**src/rtl/note_sequencer.sv**
```systemverilog
// note_sequencer: steps through a 16-entry note table and drives a triangle
// wave generator. Each entry holds a period count and a length in beats.
// Length 0 marks the end of the sequence, and period 0 is a silent rest.
// Build option: define NOTE_SEQUENCER_LOOP_EN so that the loop input replays
// the table from entry 0 whenever the end marker is reached.
module note_sequencer #(
  parameter int BEAT_CYCLES = 12500000,
  parameter int GAP_CYCLES  = 500000
) (
  input  logic        clock,
  input  logic        reset_n,
  input  logic        start,
  input  logic        stop,
  input  logic        loop,
  input  logic        wr_en,
  input  logic [3:0]  wr_addr,
  input  logic [31:0] wr_hz,
  input  logic [3:0]  wr_len,
  output logic        play_note,
  output logic [31:0] hz,
  output logic [3:0]  duration,
  output logic        gen_reset,
  output logic        busy,
  output logic [3:0]  note_idx,
  output logic        done
);

  typedef enum logic [2:0] {
    IDLE = 3'd0,
    LOAD = 3'd1,
    PLAY = 3'd2,
    GAP  = 3'd3,
    END  = 3'd4
  } state_t;

  localparam logic [31:0] BEAT_C = 32'(BEAT_CYCLES);
  localparam logic [31:0] GAP_LD = 32'(GAP_CYCLES - 1);

  state_t      state, state_n;
  logic [31:0] tbl_hz  [16];
  logic [3:0]  tbl_len [16];
  logic [31:0] hz_q;
  logic [3:0]  dur_q;
  logic [31:0] cnt;
  logic [3:0]  idx_q;
  logic        past_end;
  logic        loop_act;
  logic [31:0] ld_hz;
  logic [3:0]  ld_len;
  logic [31:0] beat_total;

`ifdef NOTE_SEQUENCER_LOOP_EN
  assign loop_act = loop;
`else
  logic unused_loop;
  assign unused_loop = loop;
  assign loop_act    = 1'b0;
`endif

  // After the last slot has played, the entry read in LOAD is forced to an
  // end marker so the index never wraps back to 0 on its own.
  assign ld_hz      = past_end ? 32'd0 : tbl_hz[idx_q];
  assign ld_len     = past_end ? 4'd0  : tbl_len[idx_q];
  assign beat_total = 32'(ld_len) * BEAT_C;

  assign hz       = hz_q;
  assign duration = dur_q;
  assign note_idx = idx_q;

  // State register
  always_ff @(posedge clock or negedge reset_n) begin
    if (!reset_n) state <= IDLE;
    else          state <= state_n;
  end

  // Next-state logic and state-decoded outputs
  always_comb begin
    state_n   = state;
    gen_reset = 1'b0;
    done      = 1'b0;
    busy      = (state != IDLE);
    play_note = 1'b0;
    case (state)
      IDLE: if (start && !stop) state_n = LOAD;
      LOAD: begin
        gen_reset = 1'b1;
        state_n   = (ld_len == 4'd0) ? END : PLAY;
      end
      PLAY: begin
        play_note = (hz_q != 32'd0);
        if (cnt == 32'd0) state_n = GAP;
      end
      GAP:  if (cnt == 32'd0) state_n = LOAD;
      END: begin
        if (loop_act) state_n = LOAD;
        else begin
          done    = 1'b1;
          state_n = IDLE;
        end
      end
      default: state_n = IDLE;
    endcase
    if (stop && state != IDLE) begin
      state_n = IDLE;
      done    = 1'b0;
    end
  end

  // Note table: writable only while idle, cleared to end markers by reset
  always_ff @(posedge clock or negedge reset_n) begin
    if (!reset_n) begin
      for (int i = 0; i < 16; i++) begin
        tbl_hz[i]  <= 32'd0;
        tbl_len[i] <= 4'd0;
      end
    end else if (wr_en && state == IDLE) begin
      tbl_hz[wr_addr]  <= wr_hz;
      tbl_len[wr_addr] <= wr_len;
    end
  end

  // Generator parameters are latched only in LOAD and held through PLAY/GAP
  always_ff @(posedge clock or negedge reset_n) begin
    if (!reset_n) begin
      hz_q  <= 32'd0;
      dur_q <= 4'd0;
    end else if (state == LOAD) begin
      hz_q  <= ld_hz;
      dur_q <= ld_len;
    end
  end

  // Shared down-counter: beats of the note in PLAY, silent cycles in GAP
  always_ff @(posedge clock or negedge reset_n) begin
    if (!reset_n)                                 cnt <= 32'd0;
    else if (state_n == IDLE)                     cnt <= 32'd0;
    else if (state == LOAD && state_n == PLAY)    cnt <= beat_total - 32'd1;
    else if (state == PLAY && state_n == GAP)     cnt <= GAP_LD;
    else if (cnt != 32'd0)                        cnt <= cnt - 32'd1;
  end

  // Table index: restarts at 0 on start or loop, advances after each gap
  always_ff @(posedge clock or negedge reset_n) begin
    if (!reset_n) begin
      idx_q    <= 4'd0;
      past_end <= 1'b0;
    end else if (state_n == LOAD) begin
      if (state == IDLE || state == END) begin
        idx_q    <= 4'd0;
        past_end <= 1'b0;
      end else if (state == GAP) begin
        if (idx_q == 4'd15) past_end <= 1'b1;
        else                idx_q    <= idx_q + 4'd1;
      end
    end
  end

endmodule

```
**config.mk**
```make
export PLATFORM = sky130hd
export DESIGN_NAME = note_sequencer
export DESIGN_NICKNAME = d
export VERILOG_FILES = /design/src/rtl/note_sequencer.sv
export SDC_FILE = /design/constraint.sdc
export NUM_CORES = 1
export LEC_CHECK = 0
export CAP_MARGIN = 10
export CORE_ASPECT_RATIO = 1.5
export CORE_MARGIN = 10
export CORE_UTILIZATION = 35
export DETAILED_ROUTE_END_ITERATION = 8
export PLACE_DENSITY = 0.49
export SYNTH_ARGS = -nofsm -noshare
export SYNTH_HDL_FRONTEND = slang
export SYNTH_SLANG_ARGS = --single-unit
```
**constraint.sdc**
```tcl
create_clock -name clock -period 8.4 [get_ports clock]
set_clock_uncertainty 0.05 [all_clocks]
set_input_delay 1.68 -clock clock [delete_from_list [all_inputs] [get_ports clock]]
set_output_delay 1.68 -clock clock [all_outputs]
set_load 0.02 [all_outputs]
```
* Word level (Yosys, flattened, before mapping) *
Index checks and enable logic that the tools add are counted.

word-level totals
  register bits = 652
  input bits = 46
  output and inout bits = 44
  word-level logic and storage cells = 110

operators by class
  add/subtract/negate cells = 3
  multiply operators = 1
  magnitude comparators = 3
  equality and inequality tests = 9
  muxes and demuxes = 34
  bitwise logic cells = 2
  reduce and logical (&&, ||, !) cells = 20

operators by type and width
  cell                                                 count
  bitwise mux 512 bit                                  1
  2-to-1 mux 32 bit                                    8
  binary-select mux 32 bit (select 4 bit)              1
  demux 32 bit (select 4 bit)                          1
  bitwise mux 64 bit                                   1
  nonzero test 32 bit                                  2
  zero test 32 bit                                     1
  subtractor 32 x 1 -> 32 bit, second input constant   1
  subtractor 28 x 1 -> 29 bit, second input constant   1
  2-to-1 mux 4 bit                                     7
  multiplier 4 x 19 -> 23 bit, second input constant   1
  binary-select mux 4 bit (select 4 bit)               1
  demux 4 bit (select 4 bit)                           1
  2-to-1 mux 3 bit                                     5
  equality test 3 x 2 -> 1 bit, second input constant  4
  case mux 3 bit (4 select lines)                      1
  >= comparator 5 bit, second input constant           2
  inverter 4 -> 5 bit                                  2
  2-to-1 mux 1 bit                                     7
  equality test 3 x 1 -> 1 bit, second input constant  2
  logical AND 1 bit                                    6
  zero test 3 bit                                      2
  AND reduction 3 bit                                  2
  < comparator 5 x 1 -> 1 bit, second input constant   1
  other kinds (10)                                     11

* Logic depth before layout (Yosys ltp) *
  depth in word-level cells = 14
  depth in mapped cells = 21
  mapped depth without buffers = 17

* Worst setup path before layout *
Ideal clock, no wire load.

  kind = reg2reg
  start point = reg idx_q[0] (netlist: note_idx[0])
  end point = reg cnt[28]
  library setup time = 77 ps
  arrival = 5886 ps
  required time = 8273 ps
  setup slack = 2387 ps
  stages on the path, launching flop included = 20
  buffers on the path = 3
  clock period less this slack = 6013 ps
  path through = dfrtp_1 > buf_4 > buf_6 > buf_2 > mux4_2 > mux4_2 > nand2b_1 > inv_1 > fa_1 > inv_1 > fa_1 > inv_1 > ha_1 > and3_1 > and2_1 > a2111oi_1 > and2b_1 > a21o_1 > or4_4 > o21ai_1

on the way
  elaborated cells between the ends (all ways) = 20
  those cells by class = add/sub (1); mul (1); eq/ne (2); mux (10); bitwise (1); reduce/logical (5)

RTL lines
  what                                                 RTL line  text
  start: declaration                                   45        logic [3:0] idx_q;
  start signal: assignment                             153       else idx_q <= idx_q + 4'd1;
  inverter 4 -> 5 bit (not written as such)            63        assign ld_len = past_end ? 4'd0 : tbl_len[idx_q];
  binary-select mux 4 bit (select 4 bit)               63
  2-to-1 mux 4 bit (not written as such) (2 in a row)  63
  2-to-1 mux 4 bit                                     63
  multiplier 4 x 19 -> 23 bit                          64        assign beat_total = 32'(ld_len) * BEAT_C;
  named net beat_total[7]                              50        logic [31:0] beat_total;
  subtractor 28 x 1 -> 29 bit                          137       else if (state == LOAD && state_n == PLAY) cnt <= beat_total - 32'd1;
  2-to-1 mux 32 bit                                    137
  2-to-1 mux 32 bit                                    136       else if (state_n == IDLE) cnt <= 32'd0;
  end signal: assignment                               137
  end signal: assignment                               139       else if (cnt != 32'd0) cnt <= cnt - 32'd1;
  end: declaration                                     44        logic [31:0] cnt;

The timed path passes the listed nets, and every way through them passes these cells. The select of a mux whose other input is x is not followed.
A chain may end at the register's enable or synchronous reset.

* Worst setup path in the final report *
  start point = reg idx_q[1] (netlist: note_idx[1])
  end point = reg cnt[30]

The elaborated chain is that of the path after synthesis.

==> summary.md <==
| Metric | Value |
|---|---|
| DRC Markers | 0 |
| Layout cells sized above 1 | 0.370 |
| Post_cts resized | 0 |
| Hold_sp | tbl_hz[493] |
| Hold depth | 1 |
| Crit Path Class | reg2reg |
| First-pass iteration count of the detailed router | 4 |
| Crit path time final | about 6.6 ns |
| ANT nets after route | 0 |
| Max Root-Sink Buffers | 3 |
| Largest cells by area after synthesis | dfrtp_1 53%, mux2_2 22%, mux4_2 5.7% |
| Synth Area in Compound Gates | 0.0650 |
| Main combinational cell family by area after synthesis | multiplexers |
| Synth Flop Type | dfrtp_1 |
| Mapped Area | approximately 31000 um2 |
| Worst skew pair latency | just over 0.6 ns |
| Adder-cell area share of the yosys netlist | 0.0165 |
| Commonest cells post-synth | 652 x dfrtp_1, 605 x mux2_2, 119 x clkbuf_1 |
| Gr usage total | 0.172 |
| Worst relative slew slack | 0.124 |
| Flops & latches, synth | 652 |
| Status | finished, final reports clean |
| Post-synth ARST share | 1.00 |
| Post-synth top area cell | dfrtp_1 |
| CP endpoint kind | flop |
| Chip width | 263 um |
| Post-synth top area share | 0.526 |
| Max Cap Viol | 0 |
| Gr ovfl total | 0 |
| Synth cell types | roughly 70 |
| H-tree depth | 3 |
| Final worst setup slack | 1.76 ns |
| Hold endpoint | tbl_hz[493] |
| Simple-gate share of the synthesized area | 0.0402 |
| Avg Inst Size Synth | 13.7 um2 |
| Place WS | around 1.7 ns |
| FF-to-FF setup slack | ~1.8 ns |
| Total power draw | roughly 13 mW |
| Largest net degree at the start of global routing | 129 |
| Synth warn | 0 |
| WL/cell | ~25 um |
| CTS tree | done |
| Seq/Total Area, Yosys | 0.526 |
| Port Buffers | 88 |
| Final Cycle Share | 0.791 |
| Fin. max-slew vios | 0 |
| Syn nets | 2341 |
| RSZ-0062 raised after global routing | no |
| Io pins | 90 |
| Die area | between 100000 and 150000 um2 |
| R2R Path End | cnt[30] |
| Routed via count | ~19000 |
| Fmax | around 150 MHz |
| Count leader, synth | dfrtp_1 |
| Global placer's final weighted congestion | 0.773 |
| P&R area growth vs syn | 13.9% |
| Mux cell area share after synthesis | 0.312 |
| Core ar. | 87900 um2 |
| Setup violations, final | 0 |
| Number of global-route vias before repair | ~21000 |
| Clk slew on worst S/H paths | roughly 0.060 ns |
| Req. time, crit path | 8.88 ns |
| Initial drt markers | 1026 |
| Final Hold Vio Count | 0 |
| Setup TNS | 0 ns |
| EDFF count, synth | 0 |
| Worst Hold Class | reg2reg |
| Crit path max fanout | 48 |
| Pleak | 15.0 nW |
| Hold WS | between 0.4 and 0.5 ns |
| Antenna violations before repair | 4 |
| Starting density of the core | 0.353 |
| Syn Inst Count | between 2000 and 2500 |
| Worst VDD drop | between 0.15 and 0.2 mV |
| R2R Path Start | note_idx[1] |
| CTS Buf Count | 70 |
| WL final | slightly below 90000 um |
| Via/cell ratio | roughly 5.5 |
| Synth Area in XOR/XNOR | 0.0133 |
| Site row count | 133 |
| Post-CTS Setup Bufs | 0 |
| Hold buffers post-CTS | 0 |
| Critical Path Start Type | flop |
| Pwr dens | roughly 380 nW/um2 |
| Worst Tran Pin Value | 1.30 ns |
| Die Ht | roughly 380 um |
| Clock sinks | around 650 |
| First-pass GRT wire length | around 130000 um |
| Reg2reg path depth | 17 |
| Root buffer cell | clkbuf_16 |
| DP Wirelength | between 40000 and 50000 um |
| Worst EP arrival | 7.12 ns |
| Layout Nets | between 2000 and 2500 |
[logic make-up after synthesis]
logic type      after synthesis
fa+ha+maj                    36
buf+inv                     200
flops                       652
simple gates                239
compound gates              293
xor+xnor                     47
mux                         792
[routing by layer]
metal | up-vias | share of wire | GRT usage
met3 | 117 | 0.035 | 0.0229
met4 | 4 | 0.024 | 0.0563
met1 | 10300 | 0.43 | 0.216
met5 | - | 0.00024 | 0
met2 | 315 | 0.51 | 0.302
li1 | 8410 | - | -
[power by group]
part	leakage [nW]	total, mW	switching (mW)	internal (mW)
combinational	5.64	5.10	2.47	2.63
sequential	8.20	5.20	0.781	4.42
clock	1.12	3.12	1.29	1.83
total	15.0	13.4	4.54	8.88
[stage by stage]
step / util / area (um2) / instances
after CTS: 0.402 / 35300 / 3479
after global placement: 0.376 / 33000 / 3354
final: 0.402 / 35300 / 3480
after detailed placement: 0.376 / 33000 / 3354
after floorplan: - / 31000 / 2259
after global routing: 0.402 / 35300 / 3479
[critical path: stages, from the launching register on]
cell      delay (ns)
dfrtp_4         1.01
mux4_2          0.42
mux4_2          0.49
nand2b_1        0.31
inv_1           0.19
fa_1            0.64
inv_1           0.08
fa_1            0.56
inv_1           0.10
ha_1            0.30
a21o_1          0.18
a21oi_1         0.37
mux2i_1         0.38
nand4_1         0.14
o21ai_1         0.42
nand4b_2        0.21
or4_4           0.55
o21ai_1         0.12
[flip-flops by register name (all words and copies together), names as in the netlist]
signal	count
tbl_len	64
cnt	32
note_idx	4
tbl_hz	512
duration	4
hz	32
past_end	1
state	3
[worst max-delay path by stage]
stage | slack, ns | to | cells past startpoint | from
2_1_floorplan | 2.39 | cnt[28] | 19 | note_idx[0]
3_3_place_gp | 1.71 | cnt[31] | 17 | note_idx[1]
3_5_place_dp | 1.67 | cnt[30] | 17 | note_idx[1]
4_1_cts | 1.64 | cnt[30] | 17 | note_idx[1]
5_1_grt | 1.32 | cnt[30] | 17 | note_idx[1]
6_report | 1.76 | cnt[30] | 17 | note_idx[1]
[placed cells by master (no fill, tap or decap), drive strengths merged, types with 39 or more instances in the layout]
cell and instances:
o21ai 58, clkbuf 113, mux4 79, buf 39
clkdlybuf4s50 87, nand2 83, mux2i 103, a21oi 56
dfrtp 652, nor2 40, mux2 610
[area by class of cell]
cell class / count / area, um2
clock inverter: 12 / 170
multi-input combinational: 1407 / 13900
timing repair buffer: 126 / 1210
fill: 8255 / 52600
clock buffer: 113 / 2130
antenna: 1 / 2.50
sequential: 652 / 16300
inverter: 22 / 82.6
tap: 1147 / 1440
No activity file was read; power rests on OpenSTA's default activity.
